### config.mk
export PLATFORM = sky130hd
export DESIGN_NAME = deserializer
export DESIGN_NICKNAME = d
export VERILOG_FILES = /design/src/rtl/serdes_pkg.sv /design/src/rtl/deserializer.sv
export SDC_FILE = /design/constraint.sdc
export NUM_CORES = 1
export LEC_CHECK = 0
export ABC_AREA = 0
export CAP_MARGIN = 15
export CORE_UTILIZATION = 58
export DETAILED_ROUTE_END_ITERATION = 12
export GPL_TIMING_DRIVEN = 0
export PLACE_DENSITY = 0.85
export SYNTH_ARGS = -nofsm -noshare
export SYNTH_HDL_FRONTEND = slang
export SYNTH_SLANG_ARGS = --single-unit
### constraint.sdc
create_clock -name clk -period 3.11 [get_ports clk]
set_input_delay 0.622 -clock clk [delete_from_list [all_inputs] [get_ports clk]]
set_output_delay 0.622 -clock clk [all_outputs]
set_load 0.1 [all_outputs]
### src/rtl/serdes_pkg.sv
// serdes_pkg: output-FSM state type and width-ratio helpers shared by the serializer and deserializer.
package serdes_pkg;

    typedef enum logic {OUT_EMPTY, OUT_FULL} out_state_t;

    function automatic int num_segments(input int narrow_w, input int wide_w);
        return wide_w / narrow_w;
    endfunction

    function automatic bit ratio_ok(input int narrow_w, input int wide_w);
        int n;
        n = (narrow_w > 0) ? wide_w / narrow_w : 0;
        return narrow_w > 0 && wide_w % narrow_w == 0 && n >= 2 && (n & (n - 1)) == 0;
    endfunction

endpackage

### src/rtl/deserializer.sv
// deserializer: rebuilds wide words from narrow segments (segment 0 in the LSBs)
// and holds each word in a registered output until the consumer acks it.
module deserializer
    import serdes_pkg::*;
#(
    parameter int in_bit_width  = 32,
    parameter int out_bit_width = 512
) (
    input  logic                     clk,
    input  logic                     reset,
    input  logic                     data_valid,
    input  logic [in_bit_width-1:0]  data_in,
    input  logic                     flush,
    output logic                     word_valid,
    input  logic                     word_ack,
    output logic [out_bit_width-1:0] data_out,
    output logic                     overrun
);

    localparam int num_segs   = num_segments(in_bit_width, out_bit_width);
    localparam int seg_ctr_bw = $clog2(num_segs);

    if (!ratio_ok(in_bit_width, out_bit_width)) begin : g_bad_ratio
        $error("deserializer: out_bit_width must be a power-of-2 multiple (>=2) of in_bit_width");
    end

    logic [seg_ctr_bw-1:0]    seg_cnt_q, seg_cnt_d;
    logic [in_bit_width-1:0]  asm_buf_q [num_segs-1];
    logic [num_segs-2:0]      seg_we;
    logic [out_bit_width-1:0] word_d, data_out_q;
    out_state_t               state_q;
    logic                     overrun_q;
    logic                     accept, complete;

    assign accept    = data_valid && !flush;
    assign complete  = accept && (&seg_cnt_q);
    assign seg_cnt_d = flush ? '0 : data_valid ? seg_cnt_q + seg_ctr_bw'(1) : seg_cnt_q;

    // The final segment is never stored: it goes straight from data_in into the word.
    always_comb begin
        word_d = '0;
        for (int j = 0; j < num_segs - 1; j++) word_d[j*in_bit_width +: in_bit_width] = asm_buf_q[j];
        word_d[out_bit_width-1 -: in_bit_width] = data_in;
    end

    for (genvar i = 0; i < num_segs - 1; i++) begin : g_slice
        assign seg_we[i] = accept && seg_cnt_q == seg_ctr_bw'(i);
        always_ff @(posedge clk or negedge reset) begin
            if (!reset) asm_buf_q[i] <= '0;
            else if (seg_we[i]) asm_buf_q[i] <= data_in;
        end
    end

    always_ff @(posedge clk or negedge reset) begin
        if (!reset) begin
            seg_cnt_q  <= '0;
            state_q    <= OUT_EMPTY;
            data_out_q <= '0;
            overrun_q  <= 1'b0;
        end else begin
            seg_cnt_q <= seg_cnt_d;
            case (state_q)
                OUT_EMPTY: if (complete) begin
                    data_out_q <= word_d;
                    state_q    <= OUT_FULL;
                end
                OUT_FULL: begin
                    if (complete && word_ack) data_out_q <= word_d;
                    else if (complete) overrun_q <= 1'b1;
                    else if (word_ack) state_q <= OUT_EMPTY;
                end
                default: state_q <= OUT_EMPTY;
            endcase
            if (flush) overrun_q <= 1'b0;
        end
    end

    assign word_valid = state_q == OUT_FULL;
    assign data_out   = data_out_q;
    assign overrun    = overrun_q;

endmodule

==> flow_metrics.tcl <==
set metrics [dict create \
    first_pass_iters 5 \
    clock_path_buffers 3 \
    slew_violations 0 \
    path_class "flip-flop to primary output" \
    ios 551 \
    cts_root_buf "clkbuf_16" \
    syn_to_final_growth_pct 27.1 \
    finalCriticalPeriod_ns 2.89 \
    regArea_um2 25000 \
    syn_avg_cell_area_um2 17.1 \
    rsz0062_at_grt "no" \
    critPathCaptureType "primary output" \
    vias 20900 \
    synth_warnings 0 \
    multi_input_area_um2 11400 \
    gp_congestion 0.812 \
    fill_cells 3646 \
    synth_most_common_cell "dfrtp_1" \
    worst_pin_slew_ns 1.14 \
    worstSkewPairLatency_ns 0.66 \
    peakVddDrop_mv 0.516 \
    final_nets 2870 \
    finalCritPeriodShare_pct 92.9 \
    grt_pass1_vias 23000 \
    cts_setup_buffers 0 \
    dp_hpwl_um 68700 \
    cp_data_required_time_ns 2.49 \
    yosys.area.top_type "dfrtp_1" \
    crit_arrival_ns 2.27 \
    clk_pin_slew_ns 0.06 \
    final_cell_count_no_fill 3759 \
    wl_um 98400 \
    crit_buf_inv 1 \
    fin_hold_ws_ns -0.0425 \
    crit_family "buffers and inverters" \
    maxSlewHeadroom_pct 23.6 \
    syn-cell-area_um2 37000 \
    synth.top_cells.by_count "dfrtp_1 (998), mux2_2 (988), buf_2 (75)" \
    synth_top_area_share_pct 67.4 \
    fmax_mhz 346 \
    grt_pass1_wl_um 146000 \
    cts_tree "yes" \
    dieArea_um2 64900 \
    core_area_um2 63100 \
    tns_ns 0 \
    power.total_mw 26.8 \
    antenna_found_initial 4 \
    post_drt_wl_per_cell_um 26.2 \
    synthFlopType "dfrtp_1" \
    grt_max_degree 130 \
    drt_iter0_markers 1097 \
    maxCapViolCount 0 \
    start_kind "flip-flop" \
    fin_worst_skew_ns 0.0314 \
    drc 0 \
    min_path_type "input pin to asynchronous set/reset pin" \
    fp.dieW_um 255 \
    rows 92 \
    port_buffers 549 \
    synth_seq_cells 998 \
    crit_slowest_cell "clkdlybuf4s50_1" \
    gr-total-overflow 0 \
    syn_nets 2213 \
    numCtsBuffers 97 \
    p_leak_nw 23.1 \
    violations "negative hold slack" \
    synth_edf_count 0 \
    initial_core_util_pct 58.7 \
    p_per_area_nw_per_um2 569 \
    cts.sinks 998 \
    ant_nets 0 \
    dp_cells 3575 \
    setup_viol 0 \
    crit_fanout 2 \
    grt_util_all_layers_pct 30.6 \
    status "finished, violations left" \
    viasPerCell 5.57 \
    ctsHtreeMaxLevel 3 \
    synth_area_leaders "dfrtp_1 (67%), mux2_2 (30%), buf_2 (1.0%), clkbuf_1 (0.60%), nor2_1 (0.16%)" \
    synth_cell_types 23 \
    synth_cells 2172 \
    hold_violations 30 \
    path_cells "clkdlybuf4s50_1" \
    layout-drive-gt1-share_pct 42.0 \
    die_y_um 255 \
    cpPeakStageDelay_ns 1.23 \
    synthArstFlopShare_pct 100 \
    synth-seq-area-share_pct 67.4 \
]
==> area by class of cell <==
class / instances / area share [%]
clock buffers: 149 / 6.11
flip-flops and latches: 998 / 53.1
inverters: 2 / 0.0160
plain buffers: 137 / 1.29
clock inverters: 29 / 0.734
diodes: 5 / 0.0266
repair buffers: 558 / 12.2
multi-input cells: 1035 / 24.3
well taps: 846 / 2.25
==> final timing paths <==
path	from	end	slack, ns	cells past startpoint
max	data_out[352]	data_out[352]	0.22	1
min	reset	data_out[496]	-0.04	1
max reg2reg	seg_cnt_q[0]	asm_buf_q[205]	0.30	6
min reg2reg	asm_buf_q[130]	data_out[322]	0.49	1
max in group asynchronous	reset	asm_buf_q[247]	0.67	5
min in group clk	data_valid	seg_cnt_q[1]	0.37	3
==> timing repair <==
item / 4_1_cts / 5_1_grt
endpoints found under the hold margin: 0 / 2
gates resized for setup: 0 / 1
hold buffers: 0 / 1
setup endpoints to repair: 0 / 64
==> metrics by stage <==
stage               utilization, %  worst slack (ns)  instance area, um2
floorplan                        -             0.874               37000
global placement              69.1            -39.75               43600
detailed placement            69.5            -0.321               43800
CTS                           74.6             0.180               47000
global route                  74.6             0.154               47100
finish                        74.6             0.221               47100
==> state kept, by name (all words and copies together), names as in the netlist <==
name / count
asm_buf_q: 480
data_out: 512
overrun: 1
seg_cnt_q: 4
word_valid: 1
==> placed cells by master, fill, tap and decap left out, types with 6 or more instances in the layout <==
cell type,Yosys,final
nor2_1,16,16
nand2b_1,6,6
clkbuf_16,0,100
clkbuf_8,0,19
dfrtp_1,998,998
bufinv_16,0,6
clkdlybuf4s50_1,0,548
clkinv_2,0,18
clkbuf_1,59,89
buf_2,75,75
buf_16,0,8
mux2_2,988,988
==> power by group <==
part / switching, mW / internal, mW / leakage (nW) / total [mW]
combinational: 0.627 / 0.514 / 7.76 / 1.14
sequential: 0.291 / 13.5 / 13.7 / 13.8
clock: 4.93 / 6.88 / 1.59 / 11.8
total: 5.85 / 20.9 / 23.1 / 26.8
==> kinds of logic after synthesis <==
logic type,share of synthesized area (%)
mux,30.2
buf+inv,1.66
flops,67.4
simple gates,0.466
xor+xnor,0.0710
fa+ha+maj,0.135
compound gates,0.0372
==> layer usage <==
| metal | part of all wire, % | global-route usage (%) | vias to the layer above |
|---|---|---|---|
| met3 | 7.2 | 8.86 | 206 |
| met1 | 39 | 37.5 | 11200 |
| li1 | - | - | 8925 |
| met2 | 50 | 50.3 | 610 |
| met5 | 0 | 0 | - |
| met4 | 4.6 | 14.0 | 0 |
Power figures use the tool's default switching activity.
